File: src/rtl/systolic_edge_feeder_pkg.sv
// ============================================================================
// Module      : systolic_edge_feeder_pkg
// Description : Shared definitions for the systolic edge feeder: FP zero
//               pattern, FSM state encoding and a constant clog2 helper.
// Revision    : 1.0 - initial release
// ============================================================================
`default_nettype none

`ifndef FPZero
`define FPZero 32'h0000_0000
`endif

`ifndef SYSTOLIC_EDGE_FEEDER_PKG_SV
`define SYSTOLIC_EDGE_FEEDER_PKG_SV

package systolic_edge_feeder_pkg;

  // Feeder FSM encoding
  typedef enum logic [1:0] {
    ST_IDLE   = 2'd0,
    ST_LOAD   = 2'd1,
    ST_ARM    = 2'd2,
    ST_STREAM = 2'd3
  } state_t;

  // Ceiling log2 for elaboration-time sizing; clog2(1) = 0
  function automatic int clog2(input int value);
    int r;
    int v;
    r = 0;
    v = value - 1;
    while (v > 0) begin
      r = r + 1;
      v = v >> 1;
    end
    return r;
  endfunction

endpackage

`endif

`default_nettype wire

File: src/rtl/systolic_edge_feeder_if.sv
// ============================================================================
// Module      : systolic_edge_feeder_if
// Description : Load/stream bus of the systolic edge feeder.
//               master : producer of vectors + GO, consumer of edge lanes
//               slave  : the feeder itself
//   IN_VALID/IN_READY/IN_DATA : vector load handshake (lane i = [i*DW +: DW])
//   GO / ARMED                : start request / frame loaded
//   EDGE_OUT/EDGE_VALID/DONE  : skewed lanes, step valid, end-of-frame pulse
// Revision    : 1.0 - initial release
// ============================================================================
`default_nettype none

interface systolic_edge_feeder_if #(
  parameter int N  = 4,
  parameter int DW = 32
);
  logic            IN_VALID;
  logic            IN_READY;
  logic [N*DW-1:0] IN_DATA;
  logic            GO;
  logic            ARMED;
  logic [N*DW-1:0] EDGE_OUT;
  logic            EDGE_VALID;
  logic            DONE;

  modport master (
    output IN_VALID, IN_DATA, GO,
    input  IN_READY, ARMED, EDGE_OUT, EDGE_VALID, DONE
  );

  modport slave (
    input  IN_VALID, IN_DATA, GO,
    output IN_READY, ARMED, EDGE_OUT, EDGE_VALID, DONE
  );
endinterface

`default_nettype wire

File: src/rtl/systolic_edge_feeder_skew_lane_mux.sv
// ============================================================================
// Module      : skew_lane_mux
// Description : Combinational skew select for one edge lane. For step i_step
//               the lane carries column entry (i_step - LANE) when that index
//               lies in 0..K-1, otherwise exact FP zero.
//   i_step : current stream step
//   i_col  : this lane's element of every buffered vector
//   o_lane : lane value for the step
// Revision    : 1.0 - initial release
// ============================================================================
`default_nettype none

module skew_lane_mux #(
  parameter int LANE = 0,
  parameter int K    = 4,
  parameter int DW   = 32,
  parameter int SW   = 3
) (
  input  logic [SW-1:0] i_step,
  input  logic [DW-1:0] i_col [K],
  output logic [DW-1:0] o_lane
);

  // Matching i_step against LANE+k avoids a signed subtraction and keeps
  // the out-of-window case naturally at zero.
  always_comb begin
    o_lane = DW'(`FPZero);
    for (int k = 0; k < K; k++) begin
      if (32'(i_step) == 32'(LANE + k)) begin
        o_lane = i_col[k];
      end
    end
  end

endmodule

`default_nettype wire

File: src/rtl/systolic_edge_feeder.sv
// ============================================================================
// Module      : systolic_edge_feeder
// Description : Transmit side of the PE edge interface. Buffers a K-vector
//               frame, then on GO streams it to N edge lanes with diagonal
//               skew (lane i delayed i steps, idle slots FP zero).
//   CLK   : clock, rising edge
//   RST_N : asynchronous reset, active low
//   feed  : load/stream bus (slave side)
// Revision    : 1.0 - initial release
// ============================================================================
`default_nettype none

module systolic_edge_feeder
  import systolic_edge_feeder_pkg::*;
#(
  parameter int N  = 4,
  parameter int K  = 4,
  parameter int DW = 32
) (
  input  logic                   CLK,
  input  logic                   RST_N,
  systolic_edge_feeder_if.slave  feed
);

  localparam int c_STEPS = K + N - 1;
  localparam int c_LW    = (clog2(K) < 1) ? 1 : clog2(K);
  localparam int c_SW    = (clog2(c_STEPS) < 1) ? 1 : clog2(c_STEPS);

  state_t                 r_state;
  logic [c_LW-1:0]        r_load_idx;
  logic [c_SW-1:0]        r_step;
  logic                   r_last;
  logic                   r_in_ready;
  logic                   r_armed;
  logic                   r_edge_valid;
  logic                   r_done;
  logic [N*DW-1:0]        r_edge_out;
  logic [N-1:0][DW-1:0]   r_buf [K];

  logic                   w_beat;
  logic [N*DW-1:0]        w_skew;

  assign w_beat = feed.IN_VALID & r_in_ready;

  // Frame buffer: contents are irrelevant until fully loaded, so no reset.
  // r_load_idx is 0 in IDLE, which places the first beat at BUF[0].
  always_ff @(posedge CLK) begin
    for (int k = 0; k < K; k++) begin
      if (w_beat && (r_load_idx == c_LW'(k))) begin
        r_buf[k] <= feed.IN_DATA;
      end
    end
  end

  // One skew mux per lane, fed with that lane's column of the buffer
  generate
    for (genvar i = 0; i < N; i++) begin : g_lane
      logic [DW-1:0] w_col [K];
      for (genvar k = 0; k < K; k++) begin : g_col
        assign w_col[k] = r_buf[k][i];
      end
      skew_lane_mux #(
        .LANE (i),
        .K    (K),
        .DW   (DW),
        .SW   (c_SW)
      ) u_mux (
        .i_step (r_step),
        .i_col  (w_col),
        .o_lane (w_skew[i*DW +: DW])
      );
    end
  endgenerate

  always_ff @(posedge CLK or negedge RST_N) begin
    if (!RST_N) begin
      r_state      <= ST_IDLE;
      r_load_idx   <= '0;
      r_step       <= '0;
      r_last       <= 1'b0;
      r_in_ready   <= 1'b0;
      r_armed      <= 1'b0;
      r_edge_valid <= 1'b0;
      r_done       <= 1'b0;
      r_edge_out   <= '0;
    end else begin
      r_done <= 1'b0;
      case (r_state)
        ST_IDLE: begin
          r_in_ready <= 1'b1;
          if (w_beat) begin
            if (K == 1) begin
              r_state    <= ST_ARM;
              r_in_ready <= 1'b0;
              r_armed    <= 1'b1;
            end else begin
              r_state    <= ST_LOAD;
              r_load_idx <= c_LW'(1);
            end
          end
        end
        ST_LOAD: begin
          if (w_beat) begin
            if (r_load_idx == c_LW'(K - 1)) begin
              r_state    <= ST_ARM;
              r_load_idx <= '0;
              r_in_ready <= 1'b0;
              r_armed    <= 1'b1;
            end else begin
              r_load_idx <= r_load_idx + 1'b1;
            end
          end
        end
        ST_ARM: begin
          if (feed.GO) begin
            r_state <= ST_STREAM;
            r_armed <= 1'b0;
            r_step  <= '0;
            r_last  <= 1'b0;
          end
        end
        ST_STREAM: begin
          // r_last marks that step S-1 is already on the outputs, so the
          // step counter never has to count past S-1.
          if (r_last) begin
            r_state      <= ST_IDLE;
            r_done       <= 1'b1;
            r_edge_out   <= '0;
            r_edge_valid <= 1'b0;
            r_in_ready   <= 1'b1;
            r_step       <= '0;
            r_last       <= 1'b0;
          end else begin
            r_edge_out   <= w_skew;
            r_edge_valid <= 1'b1;
            if (r_step == c_SW'(c_STEPS - 1)) begin
              r_last <= 1'b1;
            end else begin
              r_step <= r_step + 1'b1;
            end
          end
        end
        default: r_state <= ST_IDLE;
      endcase
    end
  end

  assign feed.IN_READY   = r_in_ready;
  assign feed.ARMED      = r_armed;
  assign feed.EDGE_OUT   = r_edge_out;
  assign feed.EDGE_VALID = r_edge_valid;
  assign feed.DONE       = r_done;

endmodule

`default_nettype wire

File: src/flat_wrapper.sv
// flat-port wrapper written by rule: the top's interface ports become plain ports
module systolic_edge_feeder_flat import systolic_edge_feeder_pkg::*;
#(
  parameter int N  = 4,
  parameter int K  = 4,
  parameter int DW = 32
)
  (CLK, RST_N, feed_IN_VALID, feed_IN_DATA, feed_GO, feed_IN_READY, feed_ARMED, feed_EDGE_OUT, feed_EDGE_VALID, feed_DONE);
  systolic_edge_feeder_if #(.N(N), .DW(DW)) feed_i ();
  input  logic CLK;
  input  logic RST_N;
  input wire logic [$bits(feed_i.IN_VALID)-1:0] feed_IN_VALID;
  input wire logic [$bits(feed_i.IN_DATA)-1:0] feed_IN_DATA;
  input wire logic [$bits(feed_i.GO)-1:0] feed_GO;
  output wire logic [$bits(feed_i.IN_READY)-1:0] feed_IN_READY;
  output wire logic [$bits(feed_i.ARMED)-1:0] feed_ARMED;
  output wire logic [$bits(feed_i.EDGE_OUT)-1:0] feed_EDGE_OUT;
  output wire logic [$bits(feed_i.EDGE_VALID)-1:0] feed_EDGE_VALID;
  output wire logic [$bits(feed_i.DONE)-1:0] feed_DONE;
  assign feed_i.IN_VALID = feed_IN_VALID;
  assign feed_i.IN_DATA = feed_IN_DATA;
  assign feed_i.GO = feed_GO;
  assign feed_IN_READY = feed_i.IN_READY;
  assign feed_ARMED = feed_i.ARMED;
  assign feed_EDGE_OUT = feed_i.EDGE_OUT;
  assign feed_EDGE_VALID = feed_i.EDGE_VALID;
  assign feed_DONE = feed_i.DONE;
  systolic_edge_feeder #(.N(N), .K(K), .DW(DW)) u_core (.CLK(CLK), .RST_N(RST_N), .feed(feed_i));
endmodule
File: config.mk
export PLATFORM = sky130hd
export DESIGN_NAME = systolic_edge_feeder_flat
export DESIGN_NICKNAME = d
export VERILOG_FILES = /design/src/rtl/systolic_edge_feeder_pkg.sv /design/src/rtl/systolic_edge_feeder_if.sv /design/src/rtl/systolic_edge_feeder_skew_lane_mux.sv /design/src/rtl/systolic_edge_feeder.sv /design/src/flat_wrapper.sv
export SDC_FILE = /design/constraint.sdc
export NUM_CORES = 1
export LEC_CHECK = 0
export ABC_AREA = 1
export ABC_CLOCK_PERIOD_IN_PS = 17000
export CORE_UTILIZATION = 30
export CTS_BUF_LIST = sky130_fd_sc_hd__clkbuf_2
export DETAILED_ROUTE_END_ITERATION = 10
export GPL_ROUTABILITY_DRIVEN = 0
export PLACE_DENSITY_LB_ADDON = 0.12
export RECOVER_POWER = 50
export SYNTH_ARGS = -nofsm -noshare
export SYNTH_HDL_FRONTEND = slang
export SYNTH_SLANG_ARGS = --single-unit
File: constraint.sdc
create_clock -name CLK -period 17 [get_ports CLK]
set_input_delay 2.55 -clock CLK [delete_from_list [all_inputs] [get_ports CLK]]
set_output_delay 2.55 -clock CLK [all_outputs]
set_load 0.02 [all_outputs]
# Word-level counts from Yosys, hierarchy flattened
# Memories as Yosys holds them, arrays and structs flattened.
# Index checks and enable logic that the tools add are counted.
# word_totals
ff_bits	140
memories	1
elab_cells	112
mem_bits_rw	512
output_inout_bits	132
mem_bits_ro	0
latch_bits	0
in_bits	132
# mem_list
name	words	word_bits	rd	rd_ports_with_merged_regs	write_ports	line_no	text
u_core.r_buf	4	128	4	0	1	systolic_edge_feeder.sv:38	logic [N-1:0][DW-1:0] r_buf [K];
# op_classes
muxes	61
order_cmp	0
div_mod_pow	0
n_mul	0
shift	0
bitwise_logic	1
reduce_logical	20
eq_ne	18
addsub	2
# ops
operator	count
2-to-1 mux 128 bit	4
2-to-1 mux 32 bit	16
OR reduction 128 bit	3
2-to-1 mux 1 bit	22
2-to-1 mux 2 bit	10
== test 3 bit (second input constant)	3
2-to-1 mux 3 bit	3
== test 2 bit (second input constant)	4
!= test 2 x 1 -> 1 bit (second input constant)	4
case mux 2 bit (4 select lines)	1
AND reduction 4 bit	2
== test 3 x 2 -> 1 bit (second input constant)	2
case mux 3 bit (2 select lines)	1
AND reduction 3 bit	2
nonzero test 2 bit	3
AND reduction 5 bit	1
== test 2 x 1 -> 1 bit (second input constant)	2
logical AND 1 bit	4
zero test 2 bit	2
case mux 1 bit (2 select lines)	2
case mux 2 bit (2 select lines)	1
adder 3 x 1 -> 3 bit (second input constant)	1
== test 3 x 1 -> 1 bit (second input constant)	1
zero test 3 bit	1
other kinds (7)	7

# Logic depth before layout (Yosys ltp)
# logic_depth
word_depth	8
depth_mapped	12
mapped_depth_nobuf	10

# Cells and area by module
# A second synthesis with hierarchy kept.
# unflattened
hier_cells	1698
area_unflattened_um2	25678.4
# by_module_without_submodules
mod	n_inst	area_each_um2	seq_area_each_um2	cells_each
systolic_edge_feeder	1	20687.3	18878.1	896
skew_lane_mux at u_core.g_lane[1].u_mux	1	1266.2	0.0	204
skew_lane_mux at u_core.g_lane[2].u_mux	1	1263.7	0.0	200
skew_lane_mux at u_core.g_lane[3].u_mux	1	1255.0	0.0	201
skew_lane_mux at u_core.g_lane[0].u_mux	1	1206.2	0.0	197

# Least setup slack after synthesis
# No wires, ideal clock.
# synth_path
path_kind	input to register
start	in feed_IN_VALID
end	mem u_core.r_buf[0][0] (netlist name), enable pin
t_required_ns	16.383
setup_time_ns	0.617
cell_stages	2
t_arrival_ns	8.016
n_path_buf	0
path_slack_ns	8.367
path_cell_list	nand2_1 nor2_1
# synth_between
elab_chain_len	8
elab_cells_between_ends	22
classes_between	14 x mux; 1 x bitwise; 7 x reduce/logical
# synth_lines
element	line_no	text
from (decl)	flat_wrapper.sv:12	input wire logic [$bits(feed_i.IN_VALID)-1:0] feed_IN_VALID;
bitwise AND 1 bit (*)	systolic_edge_feeder.sv:43	assign w_beat = feed.IN_VALID & r_in_ready;
logical AND 1 bit	systolic_edge_feeder.sv:49	if (w_beat && (r_load_idx == c_LW'(k))) begin
2-to-1 mux 1 bit	systolic_edge_feeder.sv:49	
2-to-1 mux 1 bit (not written as such)	systolic_edge_feeder.sv:50	r_buf[k] <= feed.IN_DATA;
OR reduction 128 bit (no line)	-	
2-to-1 mux 2 bit (no line) or 2-to-1 mux 1 bit (tied branches) (3 in a row)	-	
to (decl)	systolic_edge_feeder.sv:38	
# Every way passes the cells marked *; elsewhere a longest branch is shown, timed or not.

# Final worst setup path
# layout_path
start	reg u_core.r_state[0]
end	reg u_core.r_edge_out[115] (netlist: u_core.feed.EDGE_OUT[115])
# layout_between
elab_chain_len	1
# layout_lines
element	line_no	text
from (decl)	systolic_edge_feeder.sv:29	state_t r_state;
from (signal assigned)	systolic_edge_feeder.sv:77	r_state <= ST_IDLE;
from (signal assigned)	systolic_edge_feeder.sv:93	r_state <= ST_ARM;
from (signal assigned)	systolic_edge_feeder.sv:97	r_state <= ST_LOAD;
== test 2 bit	systolic_edge_feeder.sv:88	case (r_state)
to (signal assigned)	systolic_edge_feeder.sv:134	r_edge_out <= w_skew;
to (decl)	systolic_edge_feeder.sv:37	logic [N*DW-1:0] r_edge_out;
# Every way passes these cells.
# A chain may end at the register's enable or synchronous reset.

==> results.yml <==
place:
  dp_hpwl_um: 42000
  placed_cell_area_um2: 30500
  io_buffers: 263
power_and_ir_drop:
  p_leak_nw: 14.4
  power.density_nw_per_um2: 128
  peakVddDrop_mv: 0.0695
min_path:
  min_from: "u_core.feed.EDGE_OUT[30]"
  hp-class: "flip-flop to flip-flop"
  holdPathEnd: "u_core.feed.EDGE_OUT[30]"
  whs_path_depth: 2
final_layout:
  final_cell_mix: "1040 x nand2_1, 512 x edfxtp_1, 343 x nor2_1"
  final_layout_size_suffix_gt1_frac: 0.106
  syn_to_final_growth_pct: 20.0
  stdcell_area_um2: 32200
  num-fill-cells: 8821
  final_common_cell: "nand2_1"
  nets: 3105
run_status:
  status: "finished, violations left"
  violations: "design-rule violations, max-capacitance violations, max-slew violations"
detailed_routing:
  wl_met2_um: 36600
  ant_nets: 0
  dr.pass1.iters: 8
  wire_per_inst_um: 16.9
  routed_wl_um: 72200
  wl_met3_um: 4050
  top_layer: "met5"
  drt-met1-wl_um: 30300
  via_count: 18636
  initialDrtViolationCount: 960
  vias_per_cell: 4.35
  drc_errors: 44
die:
  ios: 264
  dieArea_um2: 90700
  core-area_um2: 88500
  initial_core_util: 0.303
  die_x_um: 301
  die_h_um: 301
  std_cell_rows: 109
critical_path:
  required_ps: 18100
  worstPathArrival_ps: 7530
  r2r-end: "u_core.feed.EDGE_OUT[115]"
  rr_worst_depth: 6
  crit-reg2reg-launch: "u_core.r_state[0]"
  r2r_slack_ps: 10570
  start_kind: "flip-flop"
  critPathMaxFanout: 75
  crit_type: "flip-flop to flip-flop"
  worst_setup_path_end_kind: "flip-flop"
timing:
  finClkSkew_ps: 101
  finalCritPeriodShare: 0.378
  period_minus_slack_ps: 6430
  rsz0062_at_grt: "no"
  fmax_mhz: 156
  setup_viol: 0
  final.setup.tns_ps: 0
  tightest_slew_ps: 4350
  slew_headroom: -1.90
  finalMaxSlewViolations: 440
  final-hold-violation-count: 0
logic_synthesis:
  syn_inst: 2623
  yosysTopAreaCell: "edfxtp_1"
  yosysSeqAreaShare: 0.703
  syn_nets: 2769
  synth.avg_cell_area_um2: 10.2
  yosys.area.top_type_share: 0.572
  synth_area_um2: 26900
  synth_area_leaders: "edfxtp_1 57%, nand2_1 15%, dfrtp_1 13%"
  ys_warn_count: 0
  ys_types: 20
  ys_seq_elements: 652
clocking:
  cts_setup_buffers: 0
  cts_tree: "done"
  clock_latency_ps: 1270
  cts_buffer_depth: 3
  clock_sinks: 652
  path_clk_slew_ps: 100
  cts_resized: 0
  cts_max_level: 4
  numCtsBuffers: 177
  cts-hold-fix-buffers: 0
  clockRootBuffer: "clkbuf_2"
global_route:
  grtUsageTotal: 0.161
  grt_pass1_vias: 18926
  overflow: 0
  grt_start_max_net_pins: 89
  grt_pass1_wl_um: 110000
  antenna_found_initial: 20
run:
  maxCapViolations: 8
-- worst max-delay path, stage by stage, from the launching register on --
cell	delay (ps)
dfrtp_1	420
ha_1	280
nand2_1	1740
clkbuf_1	3100
nor2_1	140
o21ai_1	370
nand2_1	80
-- metrics by stage --
stage	hold slack (ps)	instances	total power [W]	utilization	setup slack (ps)
final	485	4282	0.00414	0.364	10570
after global routing	501	4279	0.00442	0.364	9900
after CTS	489	4273	0.00423	0.364	11820
after detailed placement	464	3945	0.00305	0.345	11310
after global placement	467	3945	0.00304	0.345	11280
after floorplan	436	2623	0.00267	-	8370
-- worst max path at each step --
stage	cells after the start	startpoint	slack, ps	to
6_report	6	u_core.r_state[0]	10570	u_core.feed.EDGE_OUT[115]
5_1_grt	6	u_core.r_state[0]	9900	u_core.feed.EDGE_OUT[115]
4_1_cts	1	u_core.feed.IN_READY	11820	feed_IN_READY
3_5_place_dp	4	feed_IN_VALID	11310	u_core.r_buf[0][121]
3_3_place_gp	4	feed_IN_VALID	11280	u_core.r_buf[0][105]
2_1_floorplan	2	feed_IN_VALID	8370	u_core.r_buf[0][0]
-- cells by family (layout without fill, tap and decap cells) --
kind of cell | Yosys count | in the layout | synth area share
compound gates | 69 | 69 | 0.0129
flops | 652 | 652 | 0.703
other cells | 0 | 9 | 0
fa+ha+maj | 14 | 14 | 0.00652
simple gates | 1527 | 1527 | 0.220
buf+inv | 361 | 846 | 0.0574
-- power by group --
part | switching (W) | internal, W | total, W
clock | 0.000658 | 0.000486 | 0.00114
combinational | 0.000594 | 0.000303 | 0.000897
sequential | 0.0000845 | 0.00201 | 0.00210
total | 0.00134 | 0.00280 | 0.00414
-- cell usage after synthesis, drive strengths merged --
| cell type | n |
|---|---|
| nor2 | 349 |
| nand3 | 133 |
| o21ai | 68 |
| or2 | 1 |
| inv | 231 |
| dfrtp | 140 |
| edfxtp | 512 |
| nand2 | 1044 |
| clkbuf | 30 |
| ha | 14 |
| buf | 100 |
| a21oi | 1 |
-- registers in the layout, indices dropped and copies added, names as in the netlist --
register,cells
u_core.r_buf,512
u_core.feed.EDGE_OUT,128
u_core.r_step,3
u_core.r_load_idx,2
u_core.r_state,2
u_core.feed.ARMED,1
u_core.feed.DONE,1
u_core.feed.EDGE_VALID,1
u_core.feed.IN_READY,1
u_core.r_last,1
-- layout make-up --
type                            instances  area, um^2  share of cell area
Inverter                              231         875              0.0271
Clock inverter                         60         374              0.0116
Multi-Input combinational cell       1610        6500               0.202
Tap cell                             1165        1460              0.0452
Antenna cell                            9        22.5            0.000699
Clock buffer                          268        1340              0.0416
Timing Repair Buffer                  287        2780              0.0864
Sequential cell                       652       18900               0.586
-- metal layers --
layer	track usage	up-vias
met3	0.0424	123
met5	0	-
met1	0.194	8889
met2	0.275	455
li1	-	9157
met4	0.0566	12
Note: power is estimated with default switching activity, not from simulation.
==> RTL edit 1 (same settings) <==
Encoding of `state_t`: now one-hot (4 bits for 4 states).
--- a/src/rtl/systolic_edge_feeder_pkg.sv
+++ b/src/rtl/systolic_edge_feeder_pkg.sv
@@ -16,11 +16,11 @@
 package systolic_edge_feeder_pkg;
 
   // Feeder FSM encoding
-  typedef enum logic [1:0] {
-    ST_IDLE   = 2'd0,
-    ST_LOAD   = 2'd1,
-    ST_ARM    = 2'd2,
-    ST_STREAM = 2'd3
+  typedef enum logic [3:0] {
+    ST_IDLE   = 4'b0001,
+    ST_LOAD   = 4'b0010,
+    ST_ARM    = 4'b0100,
+    ST_STREAM = 4'b1000
   } state_t;
 
   // Ceiling log2 for elaboration-time sizing; clog2(1) = 0
Formal check against the unedited RTL: same outputs for any inputs over 4 cycles, from zero or initial values and one cycle with RST_N low; so few cycles prove little.
==> RTL edit 1 against the unedited design <==
- the run ends with capacitance limit, slew limit left
- cell area shrank 0.31%
- critical path type is now input port to flip-flop
- area after synthesis shrank 0.56%
- global-route usage shrank 0.089 points
- sequential cell count grew 2
- count of clock-buffer cells in the layout grew 23
- power shrank 4.9%
- hold slack lost 6.6 ps
- routed wire length shrank 1.5%
- core utilization is essentially flat
- sequential power shrank 4%
- first-iteration DRC count shrank 14%
- non-clock buffer count is the same
- worst setup slack lost 850 ps
==> RTL edit 1: results (changes against the unedited design) <==
status = finished, violations left (unchanged)
failing checks = capacitance limit, slew limit (was DRC, capacitance limit, slew limit)
vias per cell = 4.32 (was 4.35)
placed cell area = 30,500 um^2 (about the same)
Final Max Slew Viols = 393 (was 440)
Post-DP HPWL = 39,000 um (was 42,000 um)
leading post-synthesis cells by cell area = edfxtp_1 58%, nand2_1 15%, dfrtp_1 13% (was edfxtp_1 57%, nand2_1 15%, dfrtp_1 13%)
# nets final = 3,055 (was 3,105)
largest net degree at the start of global routing = 93 (was 89)
CP max stage cell = clkinvlp_2 (was clkbuf_1)
Worst EP arrival = 8170 ps (was 7530 ps)
Worst VDD drop = 48.2 uV (was 69.5 uV)
Synth cell types = 23 (was 20)
max_cap viols = 7 (was 8)
syn_nets = 2,720 (was 2,769)
share of cells above drive strength 1 = 0.114 (was 0.106)
1st-iter DRT viols = 829 (was 960)
global-route wire length before repair = 109,000 um (was 110,000 um)
Largest stage delay, worst path = 3210 ps (was 3100 ps)
top post-synthesis cells by count = 1,056 x nand2_1, 512 x edfxtp_1, 333 x nor2_1 (was 1,041 x nand2_1, 512 x edfxtp_1, 346 x nor2_1)
post-synthesis sequential area ratio = 0.709 (was 0.703)
FFs w/ async S/R, synth = 0.217 (was 0.215)
initial antenna violation count = 12 (was 20)
overall routing resource usage = 0.160 (was 0.161)
critical path fanouts, max = 78 (was 75)
RTL edit 1: changes by cell type after synthesis, moves of 7 or more:
cell | before | now
nor2_1 | 346 | 333
nand2_1 | 1041 | 1056
inv_1 | 226 | 171
buf_4 | 11 | 2
o21ai_1 | 30 | 0
buf_2 | 74 | 81
clkbuf_1 | 30 | 38
o21bai_1 | 0 | 32
RTL edit 1: layout make-up:
class / count / area (um^2)
clock buffers: 291 / 1460
well taps: 1165 / 1460
clock inverters: 38 / 231
inverters: 184 / 699
multi-input cells: 1611 / 6550
diodes: 5 / 12.5
repair buffers: 287 / 2790
fillers: 8800 / 56100
flip-flops and latches: 654 / 18900
RTL edit 1: layer usage:
layer / share of wire / GRT usage / wire [um] / up-vias
met1: 0.45 / 0.205 / 32100 / 8658
met5: 0.00013 / 0 / 9 / -
met3: 0.053 / 0.0378 / 3800 / 133
li1: - / - / - / 9060
met4: 0.023 / 0.0669 / 1660 / 2
met2: 0.47 / 0.258 / 33500 / 446
RTL edit 1: metrics by stage:
step	worst slack, ps	cells	utilization
after floorplan	8360	2579	-
after global routing	9260	4234	0.364
after global placement	11380	3901	0.345
final	9720	4235	0.364
after detailed placement	11330	3901	0.345
after CTS	11730	4230	0.364
RTL edit 1: power by group through the flow:
stage	clock network (mW)	registers, mW	logic [mW]
after floorplan	0	2.12	0.409
after global placement	0	2.05	0.787
after detailed placement	0	2.06	0.798
after CTS	1.21	2.02	0.801
after global routing	1.29	2.04	0.873
final	1.15	2.02	0.770
RTL edit 1: worst paths after layout:
| path | startpoint | end | slack (ps) | cells past startpoint |
|---|---|---|---|---|
| worst min register to register | u_core.feed.EDGE_VALID | u_core.feed.EDGE_VALID | 480 | 2 |
| worst min-delay path | u_core.feed.EDGE_VALID | u_core.feed.EDGE_VALID | 480 | 2 |
| worst max-delay path | feed_IN_VALID | u_core.r_buf[3][124] | 9720 | 4 |
| min in group asynchronous | RST_N | u_core.feed.EDGE_OUT[6] | 1630 | 1 |
| max in group asynchronous | RST_N | u_core.feed.EDGE_OUT[95] | 10930 | 2 |
| worst max register to register | u_core.r_load_idx[0] | u_core.r_buf[3][124] | 10960 | 4 |
RTL edit 1: logic make-up after synthesis:
kind of cell,synth area share
AOI/OAI and AO/OA,0.0165
buffers and inverters,0.0485
adders and majority gates,0.00422
and+or+nand+nor,0.222
DFF,0.709
RTL edit 1: worst register-to-register path: stages, from the launching register on:
cell and delay [ps]:
dfrtp_1 440, ha_1 240, nand3_1 120, clkinvlp_2 3210, buf_4 1600
==> RTL edit 2 (same settings) <==
Made on the original files. `DW` is set to 32 in 4 places; all go to 48.
--- a/src/rtl/systolic_edge_feeder_if.sv
+++ b/src/rtl/systolic_edge_feeder_if.sv
@@ -12,7 +12,7 @@
 
 interface systolic_edge_feeder_if #(
   parameter int N  = 4,
-  parameter int DW = 32
+  parameter int DW = 48
 );
   logic            IN_VALID;
   logic            IN_READY;
--- a/src/rtl/systolic_edge_feeder_skew_lane_mux.sv
+++ b/src/rtl/systolic_edge_feeder_skew_lane_mux.sv
@@ -13,7 +13,7 @@
 module skew_lane_mux #(
   parameter int LANE = 0,
   parameter int K    = 4,
-  parameter int DW   = 32,
+  parameter int DW   = 48,
   parameter int SW   = 3
 ) (
   input  logic [SW-1:0] i_step,
--- a/src/rtl/systolic_edge_feeder.sv
+++ b/src/rtl/systolic_edge_feeder.sv
@@ -15,7 +15,7 @@
 #(
   parameter int N  = 4,
   parameter int K  = 4,
-  parameter int DW = 32
+  parameter int DW = 48
 ) (
   input  logic                   CLK,
   input  logic                   RST_N,
--- a/src/flat_wrapper.sv
+++ b/src/flat_wrapper.sv
@@ -3,7 +3,7 @@
 #(
   parameter int N  = 4,
   parameter int K  = 4,
-  parameter int DW = 32
+  parameter int DW = 48
 )
   (CLK, RST_N, feed_IN_VALID, feed_IN_DATA, feed_GO, feed_IN_READY, feed_ARMED, feed_EDGE_OUT, feed_EDGE_VALID, feed_DONE);
   systolic_edge_feeder_if #(.N(N), .DW(DW)) feed_i ();
Ports: changed (resized feed_EDGE_OUT and feed_IN_DATA); port bits go from 264 to 392. No check against the original RTL was run, so the function may have changed too.
==> RTL edit 2 against the unedited design <==
- the flow finishes with violations (capacitance limit, slew limit)
- via count up 48%
- worst setup slack worse by 2800 ps
- global-route usage up 1.1 points
- power up 49%
- largest cell class unchanged
- sequential share of layout area up 0.25 points
- cell count up 49%
- clock power up 52%
- critical endpoint is now u_core.feed.EDGE_OUT[109]
- cell area up 49%
- routed wire length up 59%
- area after synthesis up 48%
- register-to-register slack better by 430 ps
- sequential cell count up 320
==> RTL edit 2: results (changes against the unedited design) <==
status = finished, violations left (unchanged)
failing checks = capacitance limit, slew limit (was DRC, capacitance limit, slew limit)
max_cap viols = 10 (was 8)
largest net degree at the start of global routing = 117 (was 89)
CTS Buf Count = 290 (was 177)
met3 wire len = 7270 um (was 4050 um)
Post-DP HPWL = 61,000 um (was 42,000 um)
Largest stage delay, worst path = 2750 ps (was 3100 ps)
# nets final = 4,620 (was 3,105)
Worst EP arrival = 10,230 ps (was 7530 ps)
top post-synthesis cells by count = 1,552 x nand2_1, 768 x edfxtp_1, 519 x nor2_1 (was 1,041 x nand2_1, 512 x edfxtp_1, 346 x nor2_1)
Seq power = 3.13 mW (was 2.10 mW)
worst setup path end = u_core.feed.EDGE_OUT[109] (was u_core.feed.EDGE_OUT[115])
overall routing resource usage = 0.171 (was 0.161)
Fillers = 13,387 (was 8,821)
FFs w/ async S/R, synth = 0.210 (was 0.215)
maximum buffer depth of the clock tree = 4 (was 3)
share of cells above drive strength 1 = 0.114 (was 0.106)
Worst VDD drop = 69.3 uV (was 69.5 uV)
adder and majority gate portion of the synthesized area = 0.00440 (was 0.00652)
fmax = 108 MHz (was 156 MHz)
WL met1 = 51,200 um (was 30,300 um)
worst r2r dst = u_core.r_buf[1][83] (was u_core.feed.EDGE_OUT[115])
EDFF count, synth = 768 (was 512)
post-synthesis sequential area ratio = 0.708 (was 0.703)
Met2 Wirelength = 53,300 um (was 36,600 um)
Reg clk slew, reported paths = 80 ps (was 100 ps)
Comb power = 1.31 mW (was 897 uW)
Final Max Slew Viols = 503 (was 440)
GR Layer Usage met3 = 0.0503 (was 0.0424)
Synth cell types = 23 (was 20)
Hold Startpoint = u_core.r_last (was u_core.feed.EDGE_OUT[30])
number of global-route vias before repair = 27,430 (was 18,926)
Pleak = 21.5 nW (was 14.4 nW)
Cell Int Power = 4.15 mW (was 2.80 mW)
RTL edit 2: cell types whose count changed after synthesis, sizes merged, moves of 54 or more:
cell and delta:
nor2 +172, edfxtp +256, nand3 +64, nand2 +512, inv +100, clkbuf +54, dfrtp +64
RTL edit 2: final cells by class:
| cell class | count | area (um^2) | share of cell area |
|---|---|---|---|
| sequential | 972 | 28200 | 0.588 |
| multi-input combinational | 2384 | 9550 | 0.200 |
| timing repair buffer | 431 | 4180 | 0.0872 |
| clock buffer | 463 | 2320 | 0.0484 |
| tap | 1755 | 2200 | 0.0459 |
| inverter | 331 | 1260 | 0.0263 |
| clock inverter | 39 | 178 | 0.00371 |
| antenna | 15 | 37.5 | 0.000784 |
RTL edit 2: metrics by stage:
stage,util,cell area [um^2],power [mW],cells,hold WS (ps)
after floorplan,-,39800,3.98,3884,436
after detailed placement,0.345,45400,4.54,5873,460
after CTS,0.364,47900,6.32,6375,472
final,0.364,47900,6.17,6390,475
after global placement,0.345,45400,4.53,5873,451
after global routing,0.364,47900,6.58,6384,504
